$ cat src/rtl/reg_arb_pkg.sv
// Shared types and constants for the two-requester register access arbiter.
package reg_arb_pkg;

  localparam int unsigned NUM_REQ = 2;
  localparam int unsigned IDX_W   = $clog2(NUM_REQ);

  localparam logic OP_READ  = 1'b0;
  localparam logic OP_WRITE = 1'b1;

  typedef enum logic [1:0] {
    IDLE    = 2'd0,
    ISSUE   = 2'd1,
    CAPTURE = 2'd2,
    ACK     = 2'd3
  } state_e;

endpackage

$ cat src/rtl/reg_arb_select.sv
// Combinational winner select between the two requesters.
// Build option: REG_ARB_FIXED_PRIORITY_EN selects fixed priority (requester 0
// wins ties) and removes the last-grant input; otherwise ties are round-robin.
module reg_arb_select
  import reg_arb_pkg::*;
(
  input  logic [NUM_REQ-1:0] req_i,
`ifndef REG_ARB_FIXED_PRIORITY_EN
  input  logic [IDX_W-1:0]   last_grant_i,
`endif
  output logic [IDX_W-1:0]   grant_idx_c_o
);

  // Pick the winning index; a lone request always wins.
  always_comb begin
    grant_idx_c_o = IDX_W'(0);
`ifdef REG_ARB_FIXED_PRIORITY_EN
    if (!req_i[0] && req_i[1]) begin
      grant_idx_c_o = IDX_W'(1);
    end
`else
    if (req_i == 2'b10) begin
      grant_idx_c_o = IDX_W'(1);
    end else if (req_i == 2'b11) begin
      grant_idx_c_o = ~last_grant_i;
    end
`endif
  end

endmodule

$ cat src/rtl/reg_access_arbiter.sv
// Shares one single-read/single-write register between two requesters.
// Build option: REG_ARB_FIXED_PRIORITY_EN (see reg_arb_select); when it is
// undefined, ties are broken round-robin using last_grant.
module reg_access_arbiter
  import reg_arb_pkg::*;
#(
  parameter int unsigned WIDTH = 16
) (
  input  logic                 clk,
  input  logic                 reset_n,
  input  logic [NUM_REQ-1:0]   req_i,
  input  logic [NUM_REQ-1:0]   op_i,
  input  logic [WIDTH-1:0]     wdata0_i,
  input  logic [WIDTH-1:0]     wdata1_i,
  output logic [NUM_REQ-1:0]   ack_o,
  output logic [WIDTH-1:0]     rdata_o,
  output logic                 reg_write_enable_o,
  output logic [WIDTH-1:0]     reg_write_data_o,
  input  logic [WIDTH-1:0]     reg_read_data_i
);

  state_e             state_q, state_d;
  logic [IDX_W-1:0]   win_q, win_d;
  logic               op_q, op_d;
  logic [WIDTH-1:0]   rdata_q, rdata_d;
  logic [NUM_REQ-1:0] ack_q, ack_d;
  logic               we_q, we_d;
  logic [WIDTH-1:0]   wd_q, wd_d;
  logic [IDX_W-1:0]   grant_idx;
  logic               accept;

`ifndef REG_ARB_FIXED_PRIORITY_EN
  logic [IDX_W-1:0]   last_grant_q, last_grant_d;
`endif

  reg_arb_select u_select (
    .req_i         (req_i),
`ifndef REG_ARB_FIXED_PRIORITY_EN
    .last_grant_i  (last_grant_q),
`endif
    .grant_idx_c_o (grant_idx)
  );

  assign accept = (state_q == IDLE) && (|req_i);

  // State register.
  always_ff @(posedge clk or negedge reset_n) begin
    if (!reset_n) begin
      state_q <= IDLE;
    end else begin
      state_q <= state_d;
    end
  end

  // Next-state logic.
  always_comb begin
    state_d = state_q;
    unique case (state_q)
      IDLE:    if (|req_i) state_d = ISSUE;
      ISSUE:   state_d = (op_q == OP_WRITE) ? ACK : CAPTURE;
      CAPTURE: state_d = ACK;
      ACK:     state_d = IDLE;
      default: state_d = IDLE;
    endcase
  end

  // Request latches, read capture and grant history.
  always_comb begin
    win_d   = win_q;
    op_d    = op_q;
    rdata_d = rdata_q;
`ifndef REG_ARB_FIXED_PRIORITY_EN
    last_grant_d = last_grant_q;
    if (state_q == ACK) last_grant_d = win_q;
`endif
    if (accept) begin
      win_d = grant_idx;
      op_d  = op_i[grant_idx];
    end
    if (state_q == CAPTURE) rdata_d = reg_read_data_i;
  end

  // Output decode from the upcoming state; the write-data register doubles as
  // the latch for the winner's wdata since it is only needed during ISSUE.
  always_comb begin
    ack_d = '0;
    we_d  = 1'b0;
    wd_d  = '0;
    if (state_d == ISSUE) begin
      we_d = (op_d == OP_WRITE);
      wd_d = (win_d == IDX_W'(1)) ? wdata1_i : wdata0_i;
    end
    if (state_d == ACK) ack_d[win_q] = 1'b1;
  end

  // Datapath and output registers.
  always_ff @(posedge clk or negedge reset_n) begin
    if (!reset_n) begin
      win_q   <= '0;
      op_q    <= OP_READ;
      rdata_q <= '0;
      ack_q   <= '0;
      we_q    <= 1'b0;
      wd_q    <= '0;
`ifndef REG_ARB_FIXED_PRIORITY_EN
      last_grant_q <= IDX_W'(1);
`endif
    end else begin
      win_q   <= win_d;
      op_q    <= op_d;
      rdata_q <= rdata_d;
      ack_q   <= ack_d;
      we_q    <= we_d;
      wd_q    <= wd_d;
`ifndef REG_ARB_FIXED_PRIORITY_EN
      last_grant_q <= last_grant_d;
`endif
    end
  end

  assign ack_o              = ack_q;
  assign rdata_o            = rdata_q;
  assign reg_write_enable_o = we_q;
  assign reg_write_data_o   = wd_q;

endmodule

$ cat config.mk
export PLATFORM = sky130hd
export DESIGN_NAME = reg_access_arbiter
export DESIGN_NICKNAME = d
export VERILOG_FILES = /design/src/rtl/reg_arb_pkg.sv /design/src/rtl/reg_arb_select.sv /design/src/rtl/reg_access_arbiter.sv
export SDC_FILE = /design/constraint.sdc
export NUM_CORES = 1
export LEC_CHECK = 0
export ABC_AREA = 0
export CAP_MARGIN = 20
export CORE_MARGIN = 5
export CORE_UTILIZATION = 43
export DETAILED_ROUTE_END_ITERATION = 10
export PLACE_DENSITY_LB_ADDON = 0.08
export SLEW_MARGIN = 20
export SYNTH_ARGS = -nofsm -noshare
export SYNTH_HDL_FRONTEND = slang
export SYNTH_SLANG_ARGS = --single-unit
export TNS_END_PERCENT = 50
$ cat constraint.sdc
create_clock -name clk -period 3.65 [get_ports clk]
set_input_delay 0.365 -clock clk [delete_from_list [all_inputs] [get_ports clk]]
set_output_delay 0.365 -clock clk [all_outputs]
set_load 0.05 [all_outputs]
# Word-level counts from Yosys, hierarchy flattened
# Cells that the tools add are included.
[classes] order_cmp=3 eq_ne=7 mux=15 bitwise=1 reduce_logical=4
[op_table] op="$mux 16" count=2
[op_table] op="$eq 2x2->1 const B" count=5
[op_table] op="$mux 1" count=9
[op_table] op="$pmux 2 s4" count=1
[op_table] op="$eq 2x1->1 const B" count=2
[op_table] op="$lt 1x2->1 const B" count=2
[op_table] op="$mux 2" count=2
[op_table] op="$logic_and 1x1->1" count=2
[op_table] op="$logic_not 2->1" count=1
[op_table] op="$reduce_or 2->1" count=1
[op_table] op="$demux 1 s1" count=1
[op_table] op="$ge 1x1->1 const B" count=1
[op_table] op="$not 1->1" count=1
[totals] register_bits=40 inputBits=54 out_inout_bits=35

# Depth between registers and ports, before layout
[logic_depth] ltp_word=7 ltp_mapped=8 ltp_nobuf=5

# By module
# Synthesis repeated with hierarchy kept, for this count alone.
[hier_totals] cells_unflattened=154 hier_area_um2=1966.9
[by_module_without_submodules] mod="reg_access_arbiter" instances=1 cells_each=153 area_per_inst_um2=1955.6
[by_module_without_submodules] mod="reg_arb_select" instances=1 cells_each=1 area_per_inst_um2=11.3

# Worst setup path after synthesis
# OpenSTA, ideal clock, no wires.
[synth_timing] path_kind="flip-flop to flip-flop" start="register state_q[0]" end="register wd_q[10] (netlist: reg_write_data_o[10])" t_arrival_ns=1.439 required_ns=3.525 slack_ns=2.086 path_stages_with_launch=9 period_less_slack_ns=1.564 path_cell_list="dfrtp_1 > inv_1 > ha_1 > buf_4 > a211oi_1 > a211o_1 > buf_6 > buf_6 > a21oi_2"
[synth_between] elab_chain_cells=5 elab_cells_between_ends=11 classes_between="4 x eq/ne; 5 x mux; 2 x reduce/logical"
[synth_rtl] element="start, declared" line="reg_access_arbiter.sv:22" rtl="state_e state_q, state_d;"
[synth_rtl] element="start signal, assigned" line="reg_access_arbiter.sv:51" rtl="state_q <= state_d;"
[synth_rtl] element="branches (longest 4 deep; another with $pmux 2 s4)"
[synth_rtl] element="$mux 16 (*)" line="reg_access_arbiter.sv:89" rtl="if (state_d == ISSUE) begin"
[synth_rtl] element="named net wd_d[10]" line="reg_access_arbiter.sv:28" rtl="logic [WIDTH-1:0] wd_q, wd_d;"
[synth_rtl] element="end signal, assigned" line="reg_access_arbiter.sv:114" rtl="wd_q <= wd_d;"
[synth_rtl] element="end, declared" line="reg_access_arbiter.sv:28"
# Mark *: on every way through the listed nets, which the timed path passes.
# A chain may end at the register's enable or synchronous reset.

# Final worst setup path
[layout_timing] start="register state_q[0]" end="register we_q (netlist: reg_write_enable_o)"
[layout_between] elab_chain_cells=4 elab_cells_between_ends=10 classes_between="4 x eq/ne; 4 x mux; 2 x reduce/logical"
[layout_rtl] element="$eq 2x2->1 (tied with other cells)" line="reg_access_arbiter.sv:58" rtl="unique case (state_q)"
[layout_rtl] element="$pmux 2 s4 or $logic_and 1x1->1 (tied branches)" line="reg_access_arbiter.sv:58, reg_access_arbiter.sv:44"
[layout_rtl] element="$eq 2x1->1 or $mux 1 (tied branches)" line="reg_access_arbiter.sv:89, reg_access_arbiter.sv:76"
[layout_rtl] element="$mux 1 (*)" line="reg_access_arbiter.sv:89"
[layout_rtl] element="named net we_d" line="reg_access_arbiter.sv:27" rtl="logic we_q, we_d;"
[layout_rtl] element="end signal, assigned" line="reg_access_arbiter.sv:113" rtl="we_q <= we_d;"
[layout_rtl] element="end, declared" line="reg_access_arbiter.sv:27"
# The timed path passes the listed nets; every way through them passes the cells marked *.

==> impl_metrics.json <==
{
  "drc_errors": 0,
  "slowest_delay_ns": 0.65,
  "start_util_pct": 45.14,
  "rsz0062_at_grt": "no",
  "endpoint_kind": "flip-flop",
  "cts_sinks": 40,
  "via_per_inst": 5.514,
  "path_clk_slew_ns": 0.07,
  "hold_viol": 0,
  "postCtsSetupRepairBufs": 0,
  "layout.nets": 287,
  "tightestPinTransition_ns": 0.8663,
  "fin_total_pwr_mw": 2.649,
  "grt_use_total_pct": 17.60,
  "dieWidth_um": 75.27,
  "peakVddDrop_mv": 0.5314,
  "yosysTopAreaCell": "dfrtp_1",
  "post-route-period-util_pct": 62.37,
  "design.die.area_um2": 5665,
  "yosysUniqueCellTypes": 27,
  "mostFrequentLayoutCells": "clkdlybuf4s50_1 (87), dfrtp_1 (39), o211ai_1 (32)",
  "critPathLaunchType": "flip-flop",
  "ys_seq_elements": 40,
  "max_slew_margin_pct": 42.25,
  "ant_nets": 0,
  "arrival_ns": 2.46,
  "finClkSkew_ns": 0.004653,
  "syn2layout_area_growth_pct": 54.10,
  "p_leak_nw": 1.128,
  "die_h_um": 75.27,
  "crit_chain": "inv_1 > ha_1 > a211oi_1 > a211o_1 > a211oi_1",
  "cts.path.max_buffers": 2,
  "gp_congestion": 0.7923,
  "grt_pass1_wl_um": 7576,
  "clk_root_buffer_cell": "clkbuf_8",
  "seqCellArea_um2": 1002,
  "cts_resized": 0,
  "crit_buf_inv": 1,
  "numCtsBuffers": 5,
  "holdWs_ns": 0.1958,
  "vias": 1533,
  "cts_tree": "done",
  "fmax_mhz": 439.2,
  "synthCells": 146,
  "path_max_fanout": 17,
  "fin_area_um2": 2823,
  "drv_slew": 0,
  "num_io_pins": 89,
  "hold_buffers": 0,
  "post-route-min-period_ns": 2.277,
  "timing.critical_path.mode_cell": "a211oi_1",
  "cp.required_ns": 3.84,
  "place_area_um2": 2694,
  "setup_viol": 0,
  "portBuffers": 88,
  "drt-initial-drc-count": 51,
  "syn_nets": 205,
  "n_antenna_cell": 0,
  "grt_max_degree": 41,
  "multi_input_area_um2": 734.5,
  "dp_hpwl_um": 3619,
  "antenna_found_initial": 0,
  "power_density_nw_per_um2": 938.5,
  "syn_avg_cell_area_um2": 12.55,
  "cp_top_family": "compound AO/OA/AOI/OAI gates",
  "grt.overflow.total": 0,
  "slowest_stage": "ha_1",
  "crit_type": "flip-flop to flip-flop",
  "core_um2": 4058,
  "drv_cap": 0,
  "rows": 23,
  "fillers": 294,
  "synthesis.area_um2": 1832,
  "firstDrtPassIters": 4,
  "h-tree-depth": 2,
  "worstHoldPathType": "input pin to asynchronous set/reset pin",
  "tns_ns": 0,
  "clock_latency_ns": 0.28,
  "outcome": "complete, no violations",
  "ys_top_cells_by_area": "dfrtp_1 (53%), o211ai_1 (13%), mux2_2 (10%)",
  "final_common_cell": "clkdlybuf4s50_1",
  "yosys_warnings": 0,
  "drive_above_1_share_pct": 16.67,
  "grt_pass1_vias": 1570,
  "wl_um": 4857,
  "drt-wirelength-per-cell_um": 17.47,
  "ys_seq_area_share_pct": 54.71,
  "synth_top_area_share_pct": 53.28
}
## through the flow
step / setup slack [ns] / std cells / utilization, %
finish: 1.373 / 278 / 69.57
global route: 1.174 / 278 / 69.57
CTS: 1.367 / 278 / 69.57
detailed placement: 1.383 / 271 / 66.39
global placement: 1.488 / 271 / 66.39
floorplan: 2.086 / 146 / -
## logic make-up (layout without fill, tap and decap cells)
kind of cell | after synthesis | in the layout | synth area share, %
AND/OR/NAND/NOR | 9 | 9 | 2.733
multiplexers | 17 | 17 | 10.45
flip-flops | 40 | 40 | 54.71
adder cells (fa/ha/maj) | 5 | 5 | 3.415
buffers and inverters | 17 | 99 | 5.191
AO/OA/AOI/OAI | 58 | 58 | 23.50
## report_power, final
| group | switching (mW) | total [mW] | internal, mW |
|---|---|---|---|
| registers | 0.0854 | 0.709 | 0.624 |
| clock network | 0.140 | 0.409 | 0.269 |
| logic | 0.971 | 1.53 | 0.560 |
## flip-flops by register name, indices dropped and copies added (netlist names)
name,flops
rdata_o,16
reg_write_data_o,16
ack_o,2
state_q,2
last_grant_q,1
op_q,1
reg_write_enable_o,1
win_q,1
## metal layers
metal | vias to the layer above | track usage, % | share of wire [%]
met5 | - | 0 | 0
met4 | 0 | 4.660 | 1.4
met3 | 7 | 3.872 | 8.0
met2 | 60 | 29.69 | 49
met1 | 766 | 23.03 | 41
li1 | 700 | - | -
## Yosys cell counts (all sizes together)
cell type   n
a21o        1
o32ai       1
o21a        1
nand2b      1
o211ai     32
clkbuf      1
a211o       1
a21oi      18
a211oi      2
nand2       2
dfstp       1
nor2        1
and2        1
nor2b       1
ha          5
dfrtp      39
mux2       17
nor3        1
and3b       1
buf        13
o21ai       1
inv         3
and3        1
a21bo       1
## final cells by class
class	instances	share of cell area, %
repair buffers	89	31.29
flip-flops and latches	40	35.51
multi-input cells	89	26.02
clock buffers	5	2.438
inverters	3	0.3989
well taps	50	2.216
clock inverters	2	2.128
## final timing paths
| kind | from | end | slack [ns] | cells after the start |
|---|---|---|---|---|
| hold / removal | reset_n | rdata_o[4] | 0.20 | 1 |
| max in group asynchronous | reset_n | reg_write_data_o[10] | 2.91 | 1 |
| hold reg to reg | rdata_o[9] | rdata_o[9] | 0.51 | 1 |
| setup / recovery | state_q[0] | reg_write_enable_o | 1.37 | 5 |
| min in group clk | rdata_o[9] | rdata_o[9] | 0.51 | 1 |
| setup reg to reg | state_q[0] | reg_write_enable_o | 1.37 | 5 |
## worst register-to-register path, stage by stage (launching register included)
cell      delay [ns]
dfrtp_1         0.41
inv_1           0.12
ha_1            0.65
a211oi_1        0.14
a211o_1         0.59
a211oi_1        0.27
No activity file was read; power rests on OpenSTA's default activity.
